`config.mk`:
```
export PLATFORM = sky130hd
export DESIGN_NAME = scaled_clock_monitor
export DESIGN_NICKNAME = d
export VERILOG_FILES = /design/src/rtl/scaled_clock_monitor.sv
export SDC_FILE = /design/constraint.sdc
export NUM_CORES = 1
export LEC_CHECK = 0
export BUFFER_PORTS_ARGS = -buffer_cell sky130_fd_sc_hd__clkbuf_2
export CORE_ASPECT_RATIO = 0.75
export CORE_MARGIN = 3
export CORE_UTILIZATION = 61
export DETAILED_ROUTE_END_ITERATION = 8
export HOLD_SLACK_MARGIN = 0.03
export PLACE_DENSITY_LB_ADDON = 0.08
export RECOVER_POWER = 25
export SETUP_SLACK_MARGIN = 0.2
export SLEW_MARGIN = 30
export SYNTH_ARGS = -nofsm -noshare
export SYNTH_HDL_FRONTEND = slang
export SYNTH_SLANG_ARGS = --single-unit
```
`constraint.sdc`:
```
create_clock -name inclk -period 3.7 [get_ports inclk]
set_clock_uncertainty 0.1 [all_clocks]
set_input_delay 1.11 -clock inclk [delete_from_list [all_inputs] [get_ports inclk]]
set_output_delay 1.11 -clock inclk [all_outputs]
set_load 0.01 [all_outputs]
```
`src/rtl/scaled_clock_monitor.sv`:
```
`default_nettype none
// ============================================================================
// Module      : scaled_clock_monitor
// Description : Synchronises a slow clock into the inclk domain. Emits rise/fall
//               ticks, measures the half-period and flags loss of the clock.
//               Optional frequency check enabled by macro SCLK_FREQ_CHECK_EN.
// Revision    : 1.0 - initial release
// ============================================================================
module scaled_clock_monitor #(
    parameter int          SYNC_STAGES = 2,
    parameter int          CNT_W       = 28,
    parameter logic [27:0] TIMEOUT     = 28'd25000,
    parameter logic [27:0] EXPECT_HALF = 28'd10001,
    parameter logic [27:0] TOL         = 28'd2
) (
    input  logic             inclk,
    input  logic             rstn,
    input  logic             ena,
    input  logic             sclk_in,
    output logic             rise_tick,
    output logic             fall_tick,
    output logic [CNT_W-1:0] half_period,
    output logic             period_valid,
    output logic             lost,
    output logic             freq_err
);

    localparam int              c_W            = (CNT_W > 28) ? CNT_W : 28;
    localparam logic [c_W-1:0]  c_TIMEOUT_LAST = c_W'(TIMEOUT) - c_W'(1);

    logic [SYNC_STAGES-1:0] r_sync;
    logic                   r_prev;
    logic                   r_det_rise;
    logic                   r_det_fall;
    logic                   r_rise_tick;
    logic                   r_fall_tick;
    logic [CNT_W-1:0]       r_cnt;
    logic                   r_armed;
    logic [CNT_W-1:0]       r_half;
    logic                   r_valid;
    logic                   r_lost;

    logic                   w_level;
    logic                   w_edge;
    logic [CNT_W-1:0]       w_cnt_next;
    logic                   w_timeout;

    assign w_level    = r_sync[SYNC_STAGES-1];
    assign w_edge     = r_det_rise | r_det_fall;
    // Saturating increment doubles as the saturating capture value cnt+1.
    assign w_cnt_next = (&r_cnt) ? r_cnt : r_cnt + CNT_W'(1);
    assign w_timeout  = (c_W'(r_cnt) == c_TIMEOUT_LAST);

    always_ff @(posedge inclk) begin
        if (!rstn) begin
            r_sync      <= '0;
            r_prev      <= 1'b0;
            r_det_rise  <= 1'b0;
            r_det_fall  <= 1'b0;
            r_rise_tick <= 1'b0;
            r_fall_tick <= 1'b0;
            r_cnt       <= '0;
            r_armed     <= 1'b0;
            r_half      <= '0;
            r_valid     <= 1'b0;
            r_lost      <= 1'b0;
        end else begin
            // Synchroniser and edge history run even when disabled.
            r_sync     <= {r_sync[SYNC_STAGES-2:0], sclk_in};
            r_prev     <= w_level;
            r_det_rise <= w_level & ~r_prev;
            r_det_fall <= ~w_level & r_prev;
            if (!ena) begin
                r_rise_tick <= 1'b0;
                r_fall_tick <= 1'b0;
                r_cnt       <= '0;
                r_armed     <= 1'b0;
                r_valid     <= 1'b0;
                r_lost      <= 1'b0;
            end else begin
                r_rise_tick <= r_det_rise;
                r_fall_tick <= r_det_fall;
                if (w_edge) begin
                    r_cnt   <= '0;
                    r_lost  <= 1'b0;
                    r_armed <= 1'b1;
                    if (r_armed) begin
                        r_half  <= w_cnt_next;
                        r_valid <= 1'b1;
                    end
                end else begin
                    r_cnt <= w_cnt_next;
                    if (w_timeout) begin
                        r_lost  <= 1'b1;
                        r_valid <= 1'b0;
                        r_armed <= 1'b0;
                    end
                end
            end
        end
    end

`ifdef SCLK_FREQ_CHECK_EN
    logic           r_freq_err;
    logic [c_W-1:0] w_cap;
    logic [c_W-1:0] w_exp;
    logic [c_W-1:0] w_diff;

    assign w_cap  = c_W'(w_cnt_next);
    assign w_exp  = c_W'(EXPECT_HALF);
    assign w_diff = (w_cap >= w_exp) ? (w_cap - w_exp) : (w_exp - w_cap);

    always_ff @(posedge inclk) begin
        if (!rstn) begin
            r_freq_err <= 1'b0;
        end else if (!ena) begin
            r_freq_err <= 1'b0;
        end else if (w_edge) begin
            if (r_armed) begin
                r_freq_err <= (w_diff > c_W'(TOL));
            end
        end else if (w_timeout) begin
            r_freq_err <= 1'b0;
        end
    end

    assign freq_err = r_freq_err;
`else
    logic w_unused_freq_cfg;
    assign w_unused_freq_cfg = ^{EXPECT_HALF, TOL};
    assign freq_err          = 1'b0;
`endif

    assign rise_tick    = r_rise_tick;
    assign fall_tick    = r_fall_tick;
    assign half_period  = r_half;
    assign period_valid = r_valid;
    assign lost         = r_lost;

endmodule
`default_nettype wire

```
After elaboration in Yosys (flattened, before gate mapping)
Cells that the tools add are included.
W data, S select, Z words.
- bits in latches: 0
- memories kept: 0
- register bits: 66
- output and inout port bits: 33
- RAM bits: 0
- ROM bits: 0
- input bits: 4
- reductions and logical operators: 6
- order comparisons: 0
- $mul: 0
- equality and inequality tests: 2
- shifts and indexed selects: 0
- multiplexer cells: 5
- divide/modulo/power cells: 0
- bitwise logic cells: 7
- add/sub/neg operators: 1
- operator list (operator ; number):
    $add A28 B1 Y28 const B ; 1
    $eq A28 B15 Y1 const B ; 1
    $mux W28 ; 1
    $reduce_and A28 Y1 ; 1
    $mux W1 ; 4
    $not A1 Y1 ; 4
    $reduce_and A2 Y1 ; 2
    $reduce_and A3 Y1 ; 1
    $reduce_or A3 Y1 ; 1
    $and A1 B1 Y1 ; 2
    $ne A2 B2 Y1 const B ; 1
    $reduce_bool A2 Y1 ; 1
    $or A1 B1 Y1 ; 1

Depth between registers and ports, before layout
Gate-level depths: netlist of run 1.
- word-level depth: 3
- depth in mapped cells: 7
- depth with buffers taken out: 6

Worst setup path before layout of run 1
Ideal clock, no wire load.
- path type: in2reg
- from: in rstn
- to: reg r_cnt[0]
- buffers on the path: 3
- data arrival time: 2.232 ns
- required time: 3.535 ns
- cell stages on the path: 6
- slack: 1.303 ns
- cell sequence: clkbuf_1 nand2_1 or2_2 clkbuf_1 clkbuf_1 nor2_1
- cells in the longest elaborated chain, start to end: 2
- RTL lines (element ; RTL line ; source):
    start: declaration ; 17 ; input logic rstn,
    $not A1 Y1 (no line) ; - ;
    $reduce_or A3 Y1 (no line) ; - ;
    end signal: assignment ; 92 ; r_cnt <= w_cnt_next;
    end: declaration ; 37 ; logic [CNT_W-1:0] r_cnt;
No other way between the ends.
A chain may end at the register's enable or synchronous reset.

Worst setup path in the final report of run 1
- from: in rstn
- to: reg r_cnt[2]
Same word-level chain as after synthesis.

==> tab_implementation.tex, run 1 <==
\begin{tabular}{lr}
\hline
Metric & Value \\
\hline
\multicolumn{2}{l}{\textbf{Run status}} \\
\quad Outcome & completed \\
\multicolumn{2}{l}{\textbf{Yosys}} \\
\quad Synth top cells by count & dfxtp\_1 (66), o21ai\_0 (38), a21oi\_1 (30) \\
\quad Biggest area consumer among synthesized cells & dfxtp\_1 \\
\quad Synth warn & 0 \\
\quad Dominant register cell in the synthesized netlist & dfxtp\_1 \\
\quad Most common cell in the synthesized netlist & dfxtp\_1 \\
\quad Count of unique library cells instantiated by Yosys & about 40 \\
\quad Async set or reset register ratio after synthesis & 0\% \\
\quad Synth Cell Area & 2730 µm² \\
\quad Post-synthesis average cell area & 8.88 µm² \\
\quad Proportion of synthesized chip area in sequential cells & 48.5\% \\
\quad Dominant cells by area after synthesis & dfxtp\_1 (48\%), o21ai\_0 (7.0\%), a21oi\_1 (5.5\%), nor2\_1 (3.2\%), xor2\_1 (2.9\%) \\
\quad Net count of the mapped netlist & $\sim$310 \\
\quad Number of enable-type register cells in the synthesized netlist & 0 \\
\quad Proportion of netlist area held by the largest area contributor & roughly 48\% \\
\quad Number of instances in the synthesized netlist & approximately 310 \\
\quad \#FFs+latches synth & 66 \\
\multicolumn{2}{l}{\textbf{Critical path}} \\
\quad Top fanout value on the critical path & 37 \\
\quad CP startpoint & rstn \\
\quad Total buffers and inverters traversed by the critical path & 1 \\
\quad Startpoint of the most critical register-to-register path & r\_cnt[10]\$\_SDFF\_PP0\_ \\
\quad Delay of the slowest cell on the worst path & 550 ps \\
\quad Critical-path cell with the highest stage delay & or2\_2 \\
\quad Cell chain of the critical path & clkbuf\_2, nand2\_1, or2\_2, nor3\_1 \\
\quad Data arrival time of the critical path & between 2000 and 3000 ps \\
\quad Crit path required time & 3860 ps \\
\quad Worst Setup Path Type & input pin to flop \\
\quad Category of the worst setup path capture point & flop \\
\quad Family with the most delay on the worst path & simple AND/OR/NAND/NOR gates \\
\quad Setup crit start kind & input pin \\
\multicolumn{2}{l}{\textbf{Timing}} \\
\quad Fin Setup TNS & 0 ps \\
\quad Highest attainable clock frequency & around 420 MHz \\
\quad Worst slew slack as a fraction of its limit & between 50\% and 60\% \\
\quad \# setup viols final & 0 \\
\quad Actual transition at the worst max-transition pin & about 610 ps \\
\quad Number of hold-slack violations in the final timing report & 0 \\
\quad Shortest clock period the worst path allows after layout & between 2000 and 2500 ps \\
\quad Setup repair after global routing missed its margin & false \\
\quad Number of max-slew violations in the final report & 0 \\
\quad Crit share post-route & 64.9\% \\
\multicolumn{2}{l}{\textbf{Cells and area}} \\
\quad Final standard cell area without fillers & 3050 µm² \\
\quad Area occupied by registers & about 1300 µm² \\
\quad Area occupied by multi-input gates & about 1300 µm² \\
\quad Area added between synthesis and finish & 11.9\% \\
\quad Diode count & 0 \\
\quad Fillers & about 360 \\
\quad Final Instance Count excl. Fillers & $\sim$400 \\
\quad Net count reported at finish & 340 \\
\quad Proportion of layout cells with a drive suffix above 1 & between 10\% and 20\% \\
\multicolumn{2}{l}{\textbf{Die}} \\
\quad Chip Height & roughly 64 µm \\
\quad Floorplan die width & 83.2 µm \\
\quad Io pins & 37 \\
\quad Std cell rows & 20 \\
\quad Starting Density & roughly two thirds \\
\quad Core Box Area & 4180 µm² \\
\quad Full die area & around 5300 µm² \\
\multicolumn{2}{l}{\textbf{Clock network}} \\
\quad Number of buffers added to fix hold violations after cts & 0 \\
\quad Number of buffers on the longest clock path & 2 \\
\quad Number of CTS-inserted buffers & 9 \\
\quad H-Tree Depth & 3 \\
\quad CTS Sinks & between 60 and 70 \\
\quad Clock edge transition at the registers on the reported setup and hold paths & around 60 ps \\
\quad Clock insertion delay at the later pin of the skew report & 340 ps \\
\quad TritonCTS clock tree & yes \\
\quad Clock root buffer & clkbuf\_8 \\
\quad Total of cells resized after clock tree synthesis & 0 \\
\quad Count of buffers added by post-CTS timing repair for setup & 0 \\
\multicolumn{2}{l}{\textbf{Global routing}} \\
\quad Number of global-route vias before repair & between 2000 and 2500 \\
\quad Overall Global Routing Usage & about a quarter \\
\quad Global-route congestion overflow total & 0 \\
\quad Antenna violations before repair & 0 \\
\quad Global-route wire length before repair & a little over 10000 µm \\
\quad Largest net degree at the start of global routing & 51 \\
\multicolumn{2}{l}{\textbf{Drt}} \\
\quad Vias after detailed routing & approximately 2400 \\
\quad Number of nets with antenna violations after routing & 0 \\
\quad Number of remaining DRC errors & 0 \\
\quad Via density per instance & between 6 and 7 \\
\quad Number of DRC markers after the initial detailed-route iteration & around 250 \\
\quad First-pass DRT Iterations & 5 \\
\quad Total wirelength of the detailed-routed design & 6120 µm \\
\quad Post-detailed-route wirelength per cell & approximately 15 µm \\
\multicolumn{2}{l}{\textbf{Worst hold path}} \\
\quad Startpoint of the tightest hold check path & r\_prev\$\_SDFF\_PN0\_ \\
\quad Class of the worst hold path & flop to flop \\
\multicolumn{2}{l}{\textbf{Placement}} \\
\quad Port Buffer Count & 35 \\
\quad Number of instances in the placed design & roughly 380 \\
\quad Post-detailed-placement half-perimeter wirelength & 4010 µm \\
\quad Standard cell area after detailed placement & just under 3000 µm² \\
\quad Final estimated routing congestion in global placement & $\sim$0.94 \\
\multicolumn{2}{l}{\textbf{Power}} \\
\quad Worst IR drop on VDD & approximately 0.37 mV \\
\quad Leak Pwr & around 1.1 nW \\
\quad Power density over the cells & around 420 nW/µm² \\
\multicolumn{2}{l}{\textbf{Run}} \\
\quad Max-cap violations & 0 \\
\hline
\end{tabular}
## where the power goes
part	total (mW)	internal, mW	switching, mW
combinational	0.0214	0.00551	0.0159
clock	0.550	0.296	0.254
sequential	0.717	0.714	0.00254
total	1.29	1.02	0.273
## metrics by stage
stage	setup slack (ps)	total power [mW]	util (%)	hold WS, ps
6_report	1300	1.29	73.0	327
5_1_grt	1120	1.34	73.0	328
4_1_cts	1290	1.30	73.4	317
3_5_place_dp	964	0.754	69.0	309
3_3_place_gp	1010	0.753	69.0	295
2_1_floorplan	1300	0.749	-	282
## worst paths after layout
path | to | depth (start not counted) | slack, ps
max | r_cnt[2]$_SDFF_PP0_ | 4 | 1300
min | r_det_rise$_SDFF_PN0_ | 1 | 330
max reg2reg | half_period[0]$_SDFFE_PN0P_ | 5 | 1470
min reg2reg | r_det_rise$_SDFF_PN0_ | 1 | 330
## final cells by class
type,count,share of cell area [%]
clock buffer,14,5.66
clock inverter,2,0.328
inverter,1,0.123
multi-input combinational,221,42.9
sequential,66,43.3
tap,55,2.26
timing repair buffer,36,5.38
## metal layers
metal,wire [µm],GRT usage (%)
met4,101,8.16
met5,0,0
met3,447,8.51
met2,2600,35.7
met1,2970,33.0
## layout by cell type, fill, tap and decap left out, drive strengths merged, types with 3 or more instances in the layout
cell type  synthesis  final
nor3               4      4
a211oi             3      3
nor4               6      6
dfxtp             66     66
xor2               9      9
a31oi             12     12
nand3             15     15
o21ai             40     40
xnor2              6      6
and4               7      7
nand2             12     12
and2               6      6
or3                7      7
or2                3      3
nand4             11     11
clkbuf            13     49
o31ai              3      3
nor2              24     24
a21oi             30     30
and3              11     11
## worst reg2reg max path, cell delays in order (launching register included)
cell and delay (ps):
dfxtp_1 440, and3_1 370, nand4_2 360, nor2_2 370, xor2_1 310, o21ai_0 150
## cell families after synthesis
| family | after synthesis | share of synthesized area [%] |
|---|---|---|
| adder cells (fa/ha/maj) | 1 | 0.459 |
| other | 1 | 0.138 |
| AO/OA/AOI/OAI | 92 | 18.6 |
| buffers and inverters | 20 | 3.49 |
| XOR/XNOR | 15 | 4.82 |
| AND/OR/NAND/NOR | 110 | 23.2 |
| multiplexers | 2 | 0.735 |
| flip-flops | 66 | 48.5 |
## flip-flops by register name, indices dropped and copies added, names as in the netlist
signal and count:
rise_tick 1, fall_tick 1, half_period 28, r_sync 2, r_cnt 28, r_armed 1, r_det_rise 1, r_prev 1
lost 1, r_det_fall 1, period_valid 1
(Power assumes the default switching activity.)
==> run 2, diff against run 1 <==
--- a/config.mk
+++ b/config.mk
@@ -8,7 +8,7 @@
 export BUFFER_PORTS_ARGS = -buffer_cell sky130_fd_sc_hd__clkbuf_2
 export CORE_ASPECT_RATIO = 0.75
 export CORE_MARGIN = 3
-export CORE_UTILIZATION = 61
+export CORE_UTILIZATION = 56
 export DETAILED_ROUTE_END_ITERATION = 8
 export HOLD_SLACK_MARGIN = 0.03
 export PLACE_DENSITY_LB_ADDON = 0.08
==> constraint.sdc (replaced) <==
create_clock -name inclk -period 2.3 [get_ports inclk]
set_clock_uncertainty 0.1 [all_clocks]
set_input_delay 0.69 -clock inclk [delete_from_list [all_inputs] [get_ports inclk]]
set_output_delay 0.69 -clock inclk [all_outputs]
set_load 0.01 [all_outputs]
==> run 2 against run 1 <==
  * Sequential share of layout area decreased by 1.1 points
  * Register-to-register slack got worse by 1200 ps
  * Count of clock-buffer cells in the layout decreased by 1
  * Combinational power increased by 81%
  * Clock power increased by 62%
  * Core utilization decreased by 4.4 points
  * Non-clock buffer count increased by 5
==> tab_implementation.tex, run 2 (synthesis results as in run 1) <==
\begin{tabular}{lr}
\hline
Metric & Value \\
\hline
\multicolumn{2}{l}{\textbf{Cells and area}} \\
\quad Diode count & 0 (unchanged) \\
\quad Net count reported at finish & 345 (+1.5\%) \\
\quad Top library cells by usage in the layout, fill and taps aside & dfxtp\_1 (64), o21ai\_0 (38), a21oi\_1 (30), nor2\_1 (23), clkbuf\_1 (22) \\
\quad Area added between synthesis and finish & 15.1\% \\
\quad Final standard cell area without fillers & 3140 µm² (+2.8\%) \\
\quad Most common cell after layout, fill and taps aside & dfxtp\_1 \\
\quad Proportion of layout cells with a drive suffix above 1 & 15.7\% (+2.1 points) \\
\multicolumn{2}{l}{\textbf{Drt}} \\
\quad Via density per instance & 5.90 (-1.9\%) \\
\quad Total wirelength of the detailed-routed design & 6270 µm (+2.4\%) \\
\quad First-pass DRT Iterations & 4 (-1) \\
\quad Number of nets with antenna violations after routing & 0 (unchanged) \\
\quad Number of DRC markers after the initial detailed-route iteration & 157 (-37\%) \\
\quad Vias after detailed routing & 2373 (-0.17\%) \\
\quad Post-detailed-route wirelength per cell & 15.6 µm (+0.62\%) \\
\quad Number of remaining DRC errors & 0 (unchanged) \\
\multicolumn{2}{l}{\textbf{Run status}} \\
\quad Outcome & completed \\
\multicolumn{2}{l}{\textbf{Clock network}} \\
\quad Clock insertion delay at the later pin of the skew report & 330 ps (about the same) \\
\quad Number of buffers added to fix hold violations after cts & 0 (unchanged) \\
\quad Count of buffers added by post-CTS timing repair for setup & 0 (unchanged) \\
\quad Number of buffers on the longest clock path & 2 (unchanged) \\
\quad Clock edge transition at the registers on the reported setup and hold paths & 60 ps (about the same) \\
\quad TritonCTS clock tree & yes \\
\quad Clock root buffer & clkbuf\_8 \\
\quad Number of CTS-inserted buffers & 9 (unchanged) \\
\quad CTS Sinks & 66 (unchanged) \\
\quad H-Tree Depth & 3 (unchanged) \\
\multicolumn{2}{l}{\textbf{Critical path}} \\
\quad Worst Reg-to-Reg Cells & 5 (unchanged) \\
\quad Startpoint of the most critical register-to-register path & r\_cnt[10]\$\_SDFF\_PP0\_ \\
\quad Delay of the slowest cell on the worst path & 450 ps (-100 ps) \\
\quad Register-to-register setup slack & 280 ps (-1190 ps) \\
\quad Worst path most repeated cell & and3\_1 \\
\quad Total buffers and inverters traversed by the critical path & 0 (-1) \\
\quad FF-to-FF End & r\_cnt[2]\$\_SDFF\_PP0\_ \\
\quad Worst Setup Path Type & flop to flop \\
\quad Setup crit start kind & flop \\
\quad CP startpoint & r\_cnt[10]\$\_SDFF\_PP0\_ \\
\quad Top fanout value on the critical path & 10 (-73\%) \\
\quad Family with the most delay on the worst path & simple AND/OR/NAND/NOR gates \\
\quad Data arrival time of the critical path & 2170 ps (-390 ps) \\
\quad Category of the worst setup path capture point & flop \\
\quad Cell chain of the critical path & and3\_1, and4\_2, nand3\_2, and3\_1, nor3\_1 \\
\quad Critical-path cell with the highest stage delay & and4\_2 \\
\quad Crit path required time & 2450 ps (-1410 ps) \\
\multicolumn{2}{l}{\textbf{Timing}} \\
\quad Final worst setup slack & 278 ps (-1020 ps) \\
\quad Shortest clock period the worst path allows after layout & approximately 2000 ps \\
\quad Highest attainable clock frequency & a little under 500 MHz \\
\quad Worst slew slack as a fraction of its limit & 63.2\% (+4.1 points) \\
\quad Crit share post-route & roughly 88\% \\
\quad Hold slack final & 307 ps (-20.1 ps) \\
\quad \# setup viols final & 0 (unchanged) \\
\quad Actual transition at the worst max-transition pin & 552 ps (-61.1 ps) \\
\quad Number of max-slew violations in the final report & 0 (unchanged) \\
\quad Setup repair after global routing missed its margin & true \\
\quad Number of hold-slack violations in the final timing report & 0 (unchanged) \\
\quad Fin Setup TNS & 0 ps (unchanged) \\
\multicolumn{2}{l}{\textbf{Die}} \\
\quad Io pins & 37 (unchanged) \\
\quad Full die area & 5750 µm² (+8.2\%) \\
\quad Starting Density & 59.6\% (-5.6 points) \\
\quad Core Box Area & 4570 µm² (+9.4\%) \\
\quad Floorplan die width & 86.6 µm (+4.1\%) \\
\quad Std cell rows & 21 (+5.0\%) \\
\quad Chip Height & 66.4 µm (+4.0\%) \\
\multicolumn{2}{l}{\textbf{Placement}} \\
\quad Post-detailed-placement half-perimeter wirelength & 4300 µm (+7.1\%) \\
\quad Setup slack after placement & 174 ps (-790 ps) \\
\quad Final estimated routing congestion in global placement & 0.933 (-1.0\%) \\
\quad Port Buffer Count & 35 (unchanged) \\
\quad Standard cell area after detailed placement & 2940 µm² (+1.8\%) \\
\multicolumn{2}{l}{\textbf{Power}} \\
\quad Overall Power & 2.08 mW (+62\%) \\
\quad Worst IR drop on VDD & 0.462 mV (+25\%) \\
\quad Power density over the cells & 665 nW/µm² (+57\%) \\
\quad Leak Pwr & 1.13 nW (+1.7\%) \\
\multicolumn{2}{l}{\textbf{Worst hold path}} \\
\quad Count of cells along the worst hold path & 1 (unchanged) \\
\quad Class of the worst hold path & flop to flop \\
\quad Endpoint with the worst hold slack & r\_det\_fall\$\_SDFF\_PN0\_ \\
\quad Startpoint of the tightest hold check path & r\_sync[1]\$\_SDFF\_PN0\_ \\
\multicolumn{2}{l}{\textbf{Global routing}} \\
\quad Overall Global Routing Usage & 23.2\% (-1.0 points) \\
\quad Global-route congestion overflow total & 0 (unchanged) \\
\quad Global-route wire length before repair & 10200 µm (+0.21\%) \\
\quad Number of global-route vias before repair & 2120 (+0.19\%) \\
\quad Antenna violations before repair & 0 (unchanged) \\
\quad Largest net degree at the start of global routing & 51 (unchanged) \\
\multicolumn{2}{l}{\textbf{Run}} \\
\quad Max-cap violations & 0 (unchanged) \\
\hline
\end{tabular}
==> run 2: cell count changes in the layout (fill, tap and decap cells not counted), moves of 2 or more <==
cell | previous run | this run
buf_4 | 1 | 5
and4_2 | 0 | 2
dfxtp_2 | 0 | 2
clkbuf_1 | 17 | 22
clkbuf_2 | 20 | 17
and4_1 | 6 | 4
dfxtp_1 | 66 | 64
clkbuf_8 | 12 | 9
==> run 2: repair_timing <==
| item | 4_1_cts | 5_1_grt |
|---|---|---|
| resized for setup | 2 | 9 |
| endpoints found under the setup margin | 4 | 32 |
| pin swaps | 0 | 4 |
==> run 2: final cells by class <==
| type | count | area, µm² |
|---|---|---|
| Fill cell | 391 | 1440 |
| Clock inverter | 3 | 40.0 |
| Sequential cell | 66 | 1320 |
| Inverter | 1 | 3.75 |
| Multi-Input combinational cell | 221 | 1350 |
| Timing Repair Buffer | 41 | 210 |
| Tap cell | 57 | 71.3 |
| Clock buffer | 13 | 139 |
==> run 2: metrics by stage <==
stage                     instances  utilization [%]
after floorplan                 307                -
after global placement          386             64.3
after detailed placement        386             64.3
after CTS                       402             68.3
after global routing            402             68.6
final                           402             68.6
==> run 2: where the power goes <==
part / internal (mW) / switching (mW) / total [mW]
sequential: 1.15 / 0.00508 / 1.15
combinational: 0.0118 / 0.0270 / 0.0388
clock: 0.499 / 0.393 / 0.892
==> run 2: how the worst max path moves through the flow <==
| stage | slack (ps) | end | depth (start not counted) |
|---|---|---|---|
| floorplan | 320 | r_cnt[0]$_SDFF_PP0_ | 6 |
| global placement | 200 | half_period[22]$_SDFFE_PN0P_ | 6 |
| detailed placement | 170 | half_period[22]$_SDFFE_PN0P_ | 6 |
| CTS | 260 | half_period[20]$_SDFFE_PN0P_ | 6 |
| global route | 160 | half_period[19]$_SDFFE_PN0P_ | 5 |
| finish | 280 | r_cnt[2]$_SDFF_PP0_ | 5 |
==> run 2: per-layer routing <==
layer  part of all wire [%]  GRT usage, %  vias to the layer above
met1                     49          32.3                     1074
met2                     41          32.2                       94
met3                    8.7          10.1                        6
met4                   0.51          6.61                        0
li1                       -             -                     1199
met5                      0             0                        -
==> run 2: worst reg2reg max path: cells and delay by family, from the launching register on <==
kind             cells  cell delay, ps
flip-flops           1             420
AND/OR/NAND/NOR      5            1420
